### src/rtl/ov7670_config_sequencer_if.sv
// ROM read port and SCCB register-write request channel. The config sequencer
// drives this bundle as master. The ROM and the SCCB master sit on the slave side.
interface ov7670_config_sequencer_if;
    logic [7:0]  rom_addr;
    logic        rom_clk_en;
    logic [15:0] rom_dout;
    logic        sccb_valid;
    logic        sccb_ready;
    logic [7:0]  sccb_reg;
    logic [7:0]  sccb_data;
    logic        sccb_done;
    logic        sccb_nack;

    modport master (
        output rom_addr, rom_clk_en, sccb_valid, sccb_reg, sccb_data,
        input  rom_dout, sccb_ready, sccb_done, sccb_nack
    );

    modport slave (
        input  rom_addr, rom_clk_en, sccb_valid, sccb_reg, sccb_data,
        output rom_dout, sccb_ready, sccb_done, sccb_nack
    );
endinterface

### src/rtl/ov7670_config_sequencer.sv
// Walks the OV7670 configuration ROM and issues one SCCB register write per entry.
// 16'hFFF0 inserts a settle delay, 16'hFFFF ends the sequence, and NACKed writes are retried.
module ov7670_config_sequencer #(
    parameter int unsigned DELAY_CYCLES = 1_000_000,
    parameter int unsigned MAX_RETRY    = 3
) (
    input  logic                             clk,
    input  logic                             rst_n,
    input  logic                             start,
    ov7670_config_sequencer_if.master        bus,
    output logic                             busy,
    output logic                             done,
    output logic                             error
);
    localparam logic [15:0]   ENTRY_END   = 16'hFFFF;
    localparam logic [15:0]   ENTRY_DELAY = 16'hFFF0;
    localparam int unsigned   DW          = (DELAY_CYCLES > 1) ? $clog2(DELAY_CYCLES) : 1;
    localparam int unsigned   RW          = (MAX_RETRY > 0) ? $clog2(MAX_RETRY + 1) : 1;
    localparam logic [DW-1:0] DELAY_LOAD  = DW'(DELAY_CYCLES - 1);
    localparam logic [RW-1:0] RETRY_LAST  = RW'(MAX_RETRY);

    typedef enum logic [3:0] {
        S_IDLE,
        S_FETCH,
        S_LATCH,
        S_DECODE,
        S_DELAY,
        S_SEND,
        S_WAIT_DONE,
        S_NEXT,
        S_FINISH
    } state_t;

    state_t        state;
    state_t        next_state;
    logic [15:0]   entry;
    logic [DW-1:0] delay_cnt;
    logic [RW-1:0] retry_cnt;

    // Single-cycle datapath strobes decoded from the current state and inputs.
    logic do_start;
    logic do_latch;
    logic do_load_delay;
    logic do_count;
    logic do_load_req;
    logic do_retry;
    logic do_abort;
    logic do_advance;
    logic do_finish;

    // NOTE: sequential state uses non-blocking assignments so every flop samples pre-edge values.
    always_ff @(posedge clk) begin
        if (!rst_n) begin
            state <= S_IDLE;
        end else begin
            state <= next_state;
        end
    end

    // NOTE: every signal driven here gets a default first; a path that skipped one would infer a latch.
    always_comb begin
        next_state     = state;
        bus.rom_clk_en = 1'b0;
        bus.sccb_valid = 1'b0;
        do_start       = 1'b0;
        do_latch       = 1'b0;
        do_load_delay  = 1'b0;
        do_count       = 1'b0;
        do_load_req    = 1'b0;
        do_retry       = 1'b0;
        do_abort       = 1'b0;
        do_advance     = 1'b0;
        do_finish      = 1'b0;

        unique case (state)
            S_IDLE: begin
                if (start) begin
                    do_start   = 1'b1;
                    next_state = S_FETCH;
                end
            end
            S_FETCH: begin
                bus.rom_clk_en = 1'b1;
                next_state     = S_LATCH;
            end
            S_LATCH: begin
                do_latch   = 1'b1;
                next_state = S_DECODE;
            end
            S_DECODE: begin
                if (entry == ENTRY_END) begin
                    next_state = S_FINISH;
                end else if (entry == ENTRY_DELAY) begin
                    do_load_delay = 1'b1;
                    next_state    = S_DELAY;
                end else begin
                    do_load_req = 1'b1;
                    next_state  = S_SEND;
                end
            end
            S_DELAY: begin
                // Loaded with DELAY_CYCLES-1, so counting down to zero spends DELAY_CYCLES cycles here.
                if (delay_cnt == '0) begin
                    next_state = S_NEXT;
                end else begin
                    do_count = 1'b1;
                end
            end
            S_SEND: begin
                bus.sccb_valid = 1'b1;
                if (bus.sccb_ready) begin
                    next_state = S_WAIT_DONE;
                end
            end
            S_WAIT_DONE: begin
                if (bus.sccb_done) begin
                    if (!bus.sccb_nack) begin
                        next_state = S_NEXT;
                    end else if (retry_cnt < RETRY_LAST) begin
                        do_retry   = 1'b1;
                        next_state = S_SEND;
                    end else begin
                        do_abort   = 1'b1;
                        next_state = S_FINISH;
                    end
                end
            end
            S_NEXT: begin
                // The last ROM address ends the sequence instead of wrapping back to 0.
                if (bus.rom_addr == 8'hFF) begin
                    next_state = S_FINISH;
                end else begin
                    do_advance = 1'b1;
                    next_state = S_FETCH;
                end
            end
            S_FINISH: begin
                do_finish  = 1'b1;
                next_state = S_IDLE;
            end
            default: begin
                next_state = S_IDLE;
            end
        endcase
    end

    always_ff @(posedge clk) begin
        if (!rst_n) begin
            bus.rom_addr  <= '0;
            bus.sccb_reg  <= '0;
            bus.sccb_data <= '0;
            entry         <= '0;
            delay_cnt     <= '0;
            retry_cnt     <= '0;
            busy          <= 1'b0;
            done          <= 1'b0;
            error         <= 1'b0;
        end else begin
            if (do_start) begin
                bus.rom_addr <= '0;
                busy         <= 1'b1;
                done         <= 1'b0;
                error        <= 1'b0;
            end

            if (do_latch) begin
                entry <= bus.rom_dout;
            end

            if (do_load_delay) begin
                delay_cnt <= DELAY_LOAD;
            end else if (do_count) begin
                delay_cnt <= delay_cnt - 1'b1;
            end

            // Request fields hold across retries so every attempt resends the same write.
            if (do_load_req) begin
                bus.sccb_reg  <= entry[15:8];
                bus.sccb_data <= entry[7:0];
                retry_cnt     <= '0;
            end else if (do_retry) begin
                retry_cnt <= retry_cnt + 1'b1;
            end

            if (do_abort) begin
                error <= 1'b1;
            end

            if (do_advance) begin
                bus.rom_addr <= bus.rom_addr + 1'b1;
            end

            if (do_finish) begin
                busy <= 1'b0;
                done <= ~error;
            end
        end
    end
endmodule

### src/flat_wrapper.sv
// flat-port wrapper written by rule: the top's interface ports become plain ports
module ov7670_config_sequencer_flat 
#(
    parameter int unsigned DELAY_CYCLES = 1_000_000,
    parameter int unsigned MAX_RETRY    = 3
)
  (clk, rst_n, start, busy, done, error, bus_rom_addr, bus_rom_clk_en, bus_sccb_valid, bus_sccb_reg, bus_sccb_data, bus_rom_dout, bus_sccb_ready, bus_sccb_done, bus_sccb_nack);
  ov7670_config_sequencer_if bus_i ();
  input  logic clk;
  input  logic rst_n;
  input  logic start;
  output logic busy;
  output logic done;
  output logic error;
  output wire logic [$bits(bus_i.rom_addr)-1:0] bus_rom_addr;
  output wire logic [$bits(bus_i.rom_clk_en)-1:0] bus_rom_clk_en;
  output wire logic [$bits(bus_i.sccb_valid)-1:0] bus_sccb_valid;
  output wire logic [$bits(bus_i.sccb_reg)-1:0] bus_sccb_reg;
  output wire logic [$bits(bus_i.sccb_data)-1:0] bus_sccb_data;
  input wire logic [$bits(bus_i.rom_dout)-1:0] bus_rom_dout;
  input wire logic [$bits(bus_i.sccb_ready)-1:0] bus_sccb_ready;
  input wire logic [$bits(bus_i.sccb_done)-1:0] bus_sccb_done;
  input wire logic [$bits(bus_i.sccb_nack)-1:0] bus_sccb_nack;
  assign bus_rom_addr = bus_i.rom_addr;
  assign bus_rom_clk_en = bus_i.rom_clk_en;
  assign bus_sccb_valid = bus_i.sccb_valid;
  assign bus_sccb_reg = bus_i.sccb_reg;
  assign bus_sccb_data = bus_i.sccb_data;
  assign bus_i.rom_dout = bus_rom_dout;
  assign bus_i.sccb_ready = bus_sccb_ready;
  assign bus_i.sccb_done = bus_sccb_done;
  assign bus_i.sccb_nack = bus_sccb_nack;
  ov7670_config_sequencer #(.DELAY_CYCLES(DELAY_CYCLES), .MAX_RETRY(MAX_RETRY)) u_core (.clk(clk), .rst_n(rst_n), .start(start), .bus(bus_i), .busy(busy), .done(done), .error(error));
endmodule
### config.mk
export PLATFORM = sky130hd
export DESIGN_NAME = ov7670_config_sequencer_flat
export DESIGN_NICKNAME = d
export VERILOG_FILES = /design/src/rtl/ov7670_config_sequencer_if.sv /design/src/rtl/ov7670_config_sequencer.sv /design/src/flat_wrapper.sv
export SDC_FILE = /design/constraint.sdc
export NUM_CORES = 1
export LEC_CHECK = 0
export ABC_CLOCK_PERIOD_IN_PS = 1800
export CAP_MARGIN = 20
export CORE_MARGIN = 3
export CORE_UTILIZATION = 48
export CTS_CLUSTER_SIZE = 12
export DETAILED_ROUTE_END_ITERATION = 12
export PLACE_DENSITY = 0.85
export SLEW_MARGIN = 40
export SYNTH_ARGS = -nofsm -noshare
export SYNTH_HDL_FRONTEND = slang
export SYNTH_SLANG_ARGS = --single-unit
export TNS_END_PERCENT = 5
### constraint.sdc
create_clock -name clk -period 1.8 [get_ports clk]
set_input_delay 0.36 -clock clk [delete_from_list [all_inputs] [get_ports clk]]
set_output_delay 0.36 -clock clk [all_outputs]
set_load 0.05 [all_outputs]
Word-level counts from Yosys, hierarchy flattened
Index checks and enable logic that the tools add are counted.
{"block": "word_totals", "word_cells": 83, "output_inout_bits": 29, "ff_bits": 69}
{"block": "op_classes", "reduce_logical": 10, "n_mux": 41, "add_sub_neg": 3, "magnitude_cmp": 1, "eq_ne": 15, "n_bitwise": 2}
{"op": "20-bit two-way mux", "n": 2}
{"op": "16-bit equality test (second input constant)", "n": 2}
{"op": "4-bit two-way mux", "n": 8}
{"op": "4-bit case mux with 8 select lines", "n": 1}
{"op": "1-bit two-way mux", "n": 28}
{"op": "20-bit logical NOT", "n": 1}
{"op": "20-bit by 1-bit subtractor with 20-bit output (second input constant)", "n": 1}
{"op": "4-bit by 3-bit equality test with 1-bit output (second input constant)", "n": 4}
{"op": "8-bit two-way mux", "n": 2}
{"op": "8-bit by 1-bit adder with 8-bit output (second input constant)", "n": 1}
{"op": "4-bit by 2-bit equality test with 1-bit output (second input constant)", "n": 2}
{"op": "8-bit equality test (second input constant)", "n": 1}
{"op": "2-bit nonzero test", "n": 4}
{"op": "2-bit inequality test (second input constant)", "n": 3}
{"op": "2-bit OR reduction", "n": 3}
{"op": "4-bit by 1-bit equality test with 1-bit output (second input constant)", "n": 1}
{"op": "4-bit equality test (second input constant)", "n": 1}
{"op": "4-bit logical NOT", "n": 1}
{"op": "4-bit AND reduction", "n": 1}
{"op": "2-bit by 1-bit adder with 2-bit output (second input constant)", "n": 1}
{"op": "2-bit < comparator (second input constant)", "n": 1}
{"op": "2-bit by 1-bit inequality test with 1-bit output (second input constant)", "n": 1}
{"op": "1-bit inverter", "n": 2}

Longest topological paths before layout
Gate-level depths: netlist of run 1.
{"block": "depth", "ltp_word": 6, "mapped_depth": 7, "ltp_nobuf": 6}

Worst setup path before layout of run 1
Ideal clock, no wire load.
{"block": "synth_path", "path_kind": "register -> register", "startpoint": "register u_core.bus.rom_addr[0]", "endpoint": "register u_core.bus.rom_addr[7]", "path_slack_ns": -0.475, "t_required_ns": 1.685, "path_stages_with_launch": 7, "t_arrival_ns": 2.161, "path_buffers": 0, "period_less_slack_ns": 2.275, "path_cell_list": "dfxtp_1 ha_1 nand3_1 o31ai_1 nor4_1 mux2i_1 and2_1"}
{"block": "synth_between", "elab_chain_cells": 4, "elab_cells_between_ends": 6}
{"element": "start: declaration", "line": "ov7670_config_sequencer_if.sv:15", "text": "output rom_addr, rom_clk_en, sccb_valid, sccb_reg, sccb_data,"}
{"element": "start signal: assignment", "line": "ov7670_config_sequencer.sv:190", "text": "bus.rom_addr <= bus.rom_addr + 1'b1;"}
{"element": "parallel branches: the longest is 4 deep, another holds 8-bit by 1-bit adder with 8-bit output"}
Parallel ways; which one is timed is not known.
A chain may end at the register's enable or synchronous reset.

Final worst setup path of run 1
{"block": "layout_path", "startpoint": "register u_core.delay_cnt[16]", "endpoint": "register u_core.delay_cnt[1]"}
{"block": "layout_between", "elab_chain_cells": 4}
{"element": "start: declaration", "line": "ov7670_config_sequencer.sv:37", "text": "logic [DW-1:0] delay_cnt;"}
{"element": "start signal: assignment", "line": "ov7670_config_sequencer.sv:173", "text": "delay_cnt <= delay_cnt - 1'b1;"}
{"element": "20-bit logical NOT", "line": "ov7670_config_sequencer.sv:103", "text": "if (delay_cnt == '0) begin"}
{"element": "1-bit two-way mux", "line": "ov7670_config_sequencer.sv:103"}
{"element": "1-bit two-way mux", "line": "ov7670_config_sequencer.sv:75", "text": "unique case (state)"}
{"element": "2-bit nonzero test (no line)"}
No other way between the ends.

==> results.json, run 1 <==
{
  "vias": 3024,
  "synth_top_area_share": 0.440,
  "clockBufferDepth": 2,
  "rsz0062_at_grt": "yes",
  "synth_area_per_cell_um2": 8.68,
  "top_usage_layer": "met2",
  "yosys_warnings": 0,
  "yosysTopAreaCell": "dfxtp_1",
  "layout_setup_ws_ps": -82.0,
  "crit_required_ps": 2080,
  "skew_ps": 11.6,
  "initial_core_util": 0.512,
  "hold_violations": 0,
  "worst_setup_path_start_kind": "flip-flop",
  "diodes": 0,
  "holdPathEnd": "u_core.busy",
  "path_class": "flip-flop to flip-flop",
  "grtUsageMet3": 0.0473,
  "hp-start": "u_core.busy",
  "setup_viol": 13,
  "p_per_area_nw_per_um2": 813,
  "nets": 468,
  "root_buffer": "clkbuf_8",
  "netlist_top_cells_area": "dfxtp_1, a21oi_1, mux2i_1",
  "synth_edf_count": 0,
  "finalMaxSlewViolations": 0,
  "largest-register": "u_core.delay_cnt",
  "reg2reg_slack_ps": -80,
  "layout-drive-gt1-share": 0.257,
  "insertion_delay_ps": 350,
  "whs_ps": 453,
  "post_cts_buffers": 0,
  "critical_path.cell_chain": "or4_4, and4bb_4, a21boi_4, mux2_4, a21oi_2",
  "drt_first_pass_iters": 4,
  "synth_cell_types": 50,
  "finalSetupTns_ps": -443,
  "synth_ff_type": "dfxtp_1",
  "cts_tree": "done",
  "placed_cell_area_um2": 3930,
  "nFillCells": 455,
  "ys_ff_latch": 69,
  "slew_headroom": 0.562,
  "timing.fmax_mhz": 531,
  "hpwl_um": 5640,
  "clk_pin_slew_ps": 80,
  "synth_async_sr_flop_share": 0,
  "p_leak_nw": 1.59,
  "die_y_um": 86.9,
  "fin_crit_sh": 1.05,
  "top_regs": "u_core.delay_cnt x20, u_core.entry x16",
  "final_period_minus_worst_setup_slack_ps": 1880,
  "yosysMostFrequentCell": "dfxtp_1",
  "area_growth_pct": 34.4,
  "drt_wl_total_um": 8040,
  "status": "finished with violations",
  "drt_drc_violations_left": 0,
  "gr-total-overflow": 0,
  "ys_seq_area_frac": 0.440,
  "dieArea_um2": 7550,
  "violations": "setup timing",
  "ios": 51,
  "rows": 28,
  "wl_per_cell_um": 15.4,
  "stdcell_area_um2": 4220,
  "worstMarginPinSlew_ps": 641,
  "avgViaCountPerCell": 5.78,
  "grt_pass1_wl_um": 13500,
  "arrival_ps": 2160,
  "max_cap_violations": 0,
  "grt_antenna_before_repair": 0,
  "min_path_cells": 2,
  "slowest_delay_ps": 520,
  "detail_route.iter0.violations": 186,
  "gp_congestion": 0.875,
  "reg2reg_depth": 5,
  "grt_pass1_vias": 2990,
  "core_area_um2": 6130,
  "post-route-util": 0.689,
  "endpoint_kind": "flip-flop",
  "numCtsBuffers": 9,
  "largest_reg_flops": 20,
  "die_x_um": 86.9,
  "grt_max_degree": 28,
  "numPortBuffers": 50,
  "grt_util_met2": 0.371,
  "clock-sinks": 69,
  "synth_nets": 387,
  "htree_levels": 3,
  "drtAntennaViolNets": 0,
  "synth_common_cells": "dfxtp_1, nand2_1, a21oi_1",
  "crit_fanout": 6,
  "r2r_end": "u_core.delay_cnt[1]",
  "syn-instance-count": 362,
  "holdCritPathClass": "flip-flop to flip-flop",
  "peakVddDrop_mv": 0.536,
  "r2r-start": "u_core.delay_cnt[16]",
  "gr-usage-met1": 0.273,
  "synth_area_um2": 3140,
  "slowest_stage": "or4_4",
  "grt_use_total": 0.225
}
[final cells by class]
cell class                 count  area, µm²  share of cell area
inverter                       6       22.5             0.00533
clock inverter                 7       81.3              0.0193
clock buffer                   9        124              0.0293
sequential                    69       1390               0.329
timing repair buffer          89        757               0.179
multi-input combinational    268       1760               0.416
tap                           75       93.8              0.0222
[what timing repair did]
action / 4_1_cts / 5_1_grt
pin swaps: 6 / 7
hold buffers: 0 / 0
resized for setup: 6 / 12
cloned: 0 / 0
setup endpoints to repair: 12 / 28
[cell usage in the layout (no fill, tap or decap), types with 2 or more instances in the layout]
| cell | count |
|---|---|
| nor4_4 | 2 |
| inv_6 | 2 |
| dfxtp_2 | 5 |
| buf_6 | 3 |
| a21oi_2 | 4 |
| buf_4 | 63 |
| a31oi_1 | 6 |
| buf_12 | 2 |
| nand4b_1 | 2 |
| o31ai_1 | 2 |
| dfxtp_1 | 64 |
| a22o_1 | 2 |
| nor2_1 | 36 |
| mux2i_1 | 18 |
| ha_1 | 3 |
| nor3_1 | 14 |
| nor4_1 | 4 |
| clkdlybuf4s50_1 | 21 |
| o21ai_1 | 2 |
| nand3_1 | 8 |
| a211oi_1 | 2 |
| clkinv_4 | 2 |
| nand2b_1 | 3 |
| nand3b_1 | 2 |
| nand2_1 | 48 |
| a2111oi_2 | 4 |
| or3_1 | 7 |
| inv_1 | 6 |
| a21o_1 | 2 |
| nand4_1 | 7 |
| xnor2_1 | 16 |
| or2_2 | 2 |
| a21oi_1 | 37 |
| and2_1 | 3 |
| clkbuf_8 | 9 |
| o21ai_0 | 5 |
[through the flow]
step	worst slack, ps	total power [mW]	cells
after CTS	-69.8	3.44	523
after global routing	-134	3.56	523
after detailed placement	-93.8	2.15	507
after floorplan	-34.9	1.95	362
final	-82.0	3.43	523
after global placement	-41.1	2.13	507
[power breakdown]
group	internal, mW	leakage (nW)	total (mW)	switching (mW)
clock network	0.661	0.106	1.30	0.637
logic	0.220	0.922	0.520	0.300
registers	1.57	0.560	1.62	0.0417
[kinds of logic after synthesis]
| family | Yosys count | share of synthesized area |
|---|---|---|
| compound gates | 75 | 0.151 |
| xor+xnor | 17 | 0.0474 |
| fa+ha+maj | 3 | 0.0119 |
| buf+inv | 25 | 0.0319 |
| flops | 69 | 0.440 |
| mux | 20 | 0.0645 |
| simple gates | 153 | 0.254 |
[worst max-delay path, delay by kind of cell (launching register included)]
kind             cells  cell delay [ps]
flip-flops           1              320
AO/OA/AOI/OAI        2              240
AND/OR/NAND/NOR      2              930
multiplexers         1              320
[layer usage]
layer  vias to the layer above  part of all wire
met1                      1432              0.42
li1                       1459                 -
met3                        21             0.058
met5                         -                 0
met4                         0             0.024
met2                       112              0.50
[worst max-delay path by stage]
stage	from	endpoint	slack, ps	depth (start not counted)
finish	u_core.delay_cnt[16]	u_core.delay_cnt[1]	-80	5
global route	u_core.delay_cnt[16]	u_core.state[3]	-130	5
CTS	u_core.state[3]	u_core.delay_cnt[7]	-70	6
detailed placement	start	u_core.state[0]	-90	6
global placement	start	u_core.state[0]	-40	6
floorplan	u_core.delay_cnt[16]	u_core.delay_cnt[11]	-30	5
No activity file was read; power rests on OpenSTA's default activity.
==> run 2: changes to the inputs <==
- CORE_ASPECT_RATIO: default -> 1.4
==> run 2 against run 1 <==
  * The flow still finishes with violations (setup timing)
  * Largest cell class unchanged
  * Critical path depth rose by 2
  * Register-to-register slack improved by 20 ps
  * Final cell count did not move
  * Critical path type unchanged
  * Sequential power barely moved
  * Clock power barely moved
==> results.json, run 2 (synthesized netlist as in run 1, its figures left out) <==
{
  "status": "finished with violations",
  "violations": "setup timing",
  "crit_fanout": 8,
  "wl_per_cell_um": 15.1,
  "top_regs": "u_core.delay_cnt x20, u_core.entry x16",
  "drt_first_pass_iters": 4,
  "endpoint_kind": "flip-flop",
  "area_growth_pct": 34.9,
  "drt_drc_violations_left": 0,
  "root_buffer": "clkbuf_8",
  "crit_required_ps": 2030,
  "skew_ps": 8.72,
  "p_leak_nw": 1.61,
  "clk_pin_slew_ps": 80,
  "die_y_um": 102,
  "holdCritPathClass": "flip-flop to flip-flop",
  "htree_levels": 3,
  "core_area_um2": 6300,
  "gr-total-overflow": 0,
  "reg2reg_depth": 7,
  "largest-register": "u_core.delay_cnt",
  "peakVddDrop_mv": 0.665,
  "fin_crit_sh": 1.03,
  "clock-sinks": 69,
  "post-route-util": 0.673,
  "grt_antenna_before_repair": 0,
  "layout_commonest_cell": "buf_4",
  "finalMaxSlewViolations": 0,
  "timing.fmax_mhz": 538,
  "slowest_stage": "dfxtp_1",
  "arrival_ps": 2090,
  "largest_reg_flops": 20,
  "dp.cells": 504,
  "final_period_minus_worst_setup_slack_ps": 1860,
  "worstMarginPinSlew_ps": 607,
  "drtAntennaViolNets": 0,
  "worst-path-stages": 7,
  "setup_viol": 7,
  "numCtsBuffers": 9,
  "critPathTopFamily": "compound AO/OA/AOI/OAI gates",
  "layout_setup_ws_ps": -59.4,
  "grt_pass1_wl_um": 12800,
  "rows": 34,
  "instances_no_fill": 523,
  "hold_violations": 0,
  "nets": 471,
  "slew_headroom": 0.592,
  "ios": 51,
  "grt_use_total": 0.218,
  "p_per_area_nw_per_um2": 816,
  "max_cap_violations": 0,
  "crit_buf_inv": 2,
  "initial_core_util": 0.499,
  "dieArea_um2": 7570,
  "clockBufferDepth": 2,
  "critical_path.cell_chain": "inv_1, ha_1, and3_2, buf_4, a2111oi_2, xnor2_1, a21oi_1",
  "pre_cts_ws_ps": -68.4,
  "layout-drive-gt1-share": 0.271,
  "worst_setup_path_start_kind": "flip-flop",
  "drt_wl_total_um": 7880,
  "whs_ps": 444,
  "grt_pass1_vias": 2850,
  "gp_congestion": 0.887,
  "detail_route.iter0.violations": 157,
  "slowest_delay_ps": 360,
  "grt_max_degree": 40,
  "diodes": 0,
  "numPortBuffers": 50,
  "hpwl_um": 5370,
  "path_class": "flip-flop to flip-flop",
  "final_cell_mix": "buf_4, dfxtp_1, nand2_1",
  "min_path_cells": 2,
  "insertion_delay_ps": 350,
  "cts_tree": "done",
  "vias": 2980,
  "die_x_um": 74.4,
  "avgViaCountPerCell": 5.70,
  "rsz0062_at_grt": "yes"
}
==> run 2: final cells by class <==
| class | count | area (µm²) |
|---|---|---|
| clock buffer | 11 | 151 |
| clock inverter | 5 | 57.6 |
| fill | 482 | 2060 |
| inverter | 6 | 22.5 |
| multi-input combinational | 268 | 1740 |
| sequential | 69 | 1390 |
| tap | 72 | 90.1 |
| timing repair buffer | 92 | 783 |
==> run 2: worst min-delay path: stages, from the launching register on <==
cell and delay [ps]:
dfxtp_1 310, inv_1 50, a21oi_1 50
==> run 2: what timing repair did <==
| item | in CTS | in global routing |
|---|---|---|
| hold buffers | 0 | 0 |
| gates resized for setup | 9 | 11 |
| setup endpoints to repair | 14 | 28 |
| hold endpoints to repair | 0 | 0 |
| setup buffers | 3 | 0 |
| pin swaps | 11 | 9 |
==> run 2: metal layers <==
layer,up-vias,wire (µm),GRT usage
li1,1459,-,-
met1,1408,3090,0.242
met2,103,4180,0.386
met3,10,505,0.0655
met4,0,109,0.0795
met5,-,0,0
==> run 2: per-stage QoR <==
step                area (µm²)  TNS [ps]  power [mW]
floorplan                 3170      -196        1.95
global placement          3940      -105        2.14
detailed placement        3940      -480        2.15
CTS                       4210      -618        3.47
global route              4240     -1330        3.58
finish                    4240      -211        3.46
==> run 2: path summary, 6_finish.rpt <==
path	from	endpoint	slack, ps
hold / removal	u_core.busy	u_core.busy	440
setup reg to reg	u_core.delay_cnt[1]	u_core.delay_cnt[17]	-60
setup / recovery	u_core.delay_cnt[1]	u_core.delay_cnt[17]	-60
hold reg to reg	u_core.busy	u_core.busy	440
==> run 2: power breakdown <==
group	internal, mW	switching [mW]	leakage [nW]	total [mW]
clock network	0.718	0.604	0.110	1.32
registers	1.58	0.0423	0.561	1.62
logic	0.225	0.294	0.941	0.519
total	2.52	0.940	1.61	3.46
==> run 3: changes to the inputs <==
- CORE_ASPECT_RATIO: 1.4 -> 0.5
==> run 3 against run 2 <==
  * Final cell count increased by 3.6%
  * Power up 12%
  * Die area is 0.60% higher
  * Worst hold slack better by 7.6 ps
  * Non-clock buffer count increased by 4
  * Combinational power is 4.0% higher
  * Global-route usage up 0.31 points
  * The flow still finishes with violations (setup timing)
  * Clock power increased by 30%
  * Clock skew fell by 2.2 ps
  * Critical path depth down 2
  * Critical path type unchanged
  * Register-to-register slack hardly changed
  * Via count down 0.74%
==> results.json, run 3 (synthesized netlist as in run 1, its figures left out) <==
{
  "slew_headroom": 0.607,
  "htree_levels": 3,
  "core_area_um2": 6210,
  "root_buffer": "clkbuf_16",
  "numPortBuffers": 50,
  "drtAntennaViolNets": 0,
  "endpoint_kind": "flip-flop",
  "largest-register": "u_core.delay_cnt",
  "grt_antenna_before_repair": 0,
  "crit_required_ps": 2070,
  "drt_wl_total_um": 7880,
  "top_usage_layer": "met2",
  "drt_first_pass_iters": 4,
  "clock-sinks": 69,
  "critPathTopFamily": "simple AND/OR/NAND/NOR gates",
  "diodes": 0,
  "path_class": "flip-flop to flip-flop",
  "top_regs": "u_core.delay_cnt x20, u_core.entry x16",
  "setup_viol": 9,
  "rows": 20,
  "layout_setup_ws_ps": -46.8,
  "grt_use_total": 0.221,
  "initial_core_util": 0.506,
  "grt_pass1_wl_um": 13400,
  "final_cell_mix": "buf_4, dfxtp_1, nand2_1",
  "rsz0062_at_grt": "yes",
  "layout_commonest_cell": "buf_4",
  "max_cap_violations": 0,
  "gp_congestion": 0.858,
  "hold_violations": 0,
  "gr-usage-met1": 0.267,
  "ios": 51,
  "fin_crit_sh": 1.03,
  "p_per_area_nw_per_um2": 872,
  "postCtsHoldBufs": 0,
  "instances_no_fill": 542,
  "final_period_minus_worst_setup_slack_ps": 1850,
  "clk_pin_slew_ps": 60,
  "status": "finished with violations",
  "gr-total-overflow": 0,
  "timing.fmax_mhz": 541,
  "skew_ps": 6.50,
  "p_leak_nw": 1.67,
  "whs_ps": 452,
  "avgViaCountPerCell": 5.46,
  "detail_route.iter0.violations": 170,
  "violations": "setup timing",
  "dieArea_um2": 7610,
  "slowest_delay_ps": 540,
  "layout-drive-gt1-share": 0.284,
  "power_mw": 3.87,
  "grt_pass1_vias": 2842,
  "holdCritPathClass": "flip-flop to flip-flop",
  "grt_util_met2": 0.372,
  "reg2reg_depth": 5,
  "drt_drc_violations_left": 0,
  "critical_path.cell_chain": "or4_4, and4bb_4, a21boi_4, mux2_4, a21oi_1",
  "wl_per_cell_um": 14.5,
  "area_growth_pct": 41.2,
  "insertion_delay_ps": 340,
  "numCtsBuffers": 9,
  "die_y_um": 63.2,
  "clockBufferDepth": 2,
  "arrival_ps": 2110,
  "crit_buf_inv": 0,
  "cts_tree": "done",
  "peakVddDrop_mv": 0.729,
  "worst_setup_path_start_kind": "flip-flop",
  "worstMarginPinSlew_ps": 585,
  "grt_max_degree": 25,
  "dp.cells": 525,
  "nets": 475,
  "finalMaxSlewViolations": 0,
  "worst-path-stages": 5,
  "min_path_cells": 2,
  "slowest_stage": "or4_4",
  "vias": 2958,
  "grtUsageMet3": 0.0753,
  "hpwl_um": 5420,
  "crit_fanout": 5,
  "post-route-util": 0.715,
  "die_x_um": 120,
  "largest_reg_flops": 20
}
## run 3: cell type report
type / count / area, µm²
Clock inverter: 6 / 65.1
Tap cell: 88 / 110
Fill cell: 487 / 1770
Inverter: 6 / 22.5
Timing Repair Buffer: 96 / 822
Clock buffer: 9 / 225
Sequential cell: 69 / 1390
Multi-Input combinational cell: 268 / 1800
## run 3: worst paths after layout
kind | end | start | slack (ps)
worst max-delay path | u_core.delay_cnt[1] | u_core.delay_cnt[16] | -50
worst min-delay path | u_core.busy | u_core.busy | 450
worst max register to register | u_core.delay_cnt[1] | u_core.delay_cnt[16] | -50
worst min register to register | u_core.busy | u_core.busy | 450
## run 3: metrics by stage
| stage | worst slack [ps] | cell area [µm²] | TNS, ps |
|---|---|---|---|
| global placement | -32.4 | 4010 | -50.5 |
| CTS | -61.5 | 4370 | -428 |
| detailed placement | -71.0 | 4010 | -387 |
| finish | -46.8 | 4440 | -185 |
| global route | -104 | 4440 | -1330 |
| floorplan | -34.9 | 3170 | -196 |
## run 3: repair_timing
action,CTS,global route
gates resized for setup,13,14
setup endpoints to repair,13,41
endpoints found under the hold margin,0,0
setup buffers,2,0
pin swaps,14,10
gates cloned,0,0
## run 3: layer usage
metal / share of wire / wire length [µm]
met1: 0.43 / 3370
met2: 0.51 / 4000
met3: 0.049 / 389
met4: 0.015 / 117
met5: 0 / 0
## run 3: report_power, final
group / internal (mW) / leakage (nW) / switching, mW
registers: 1.58 / 0.560 / 0.0392
logic: 0.233 / 0.971 / 0.306
clock network: 1.06 / 0.141 / 0.652
total: 2.87 / 1.67 / 0.997
## run 3: worst reg2reg max path, cell delays in order (launching register included)
cell	delay (ps)
dfxtp_2	320
or4_4	540
and4bb_4	390
a21boi_4	100
mux2_4	310
a21oi_1	120
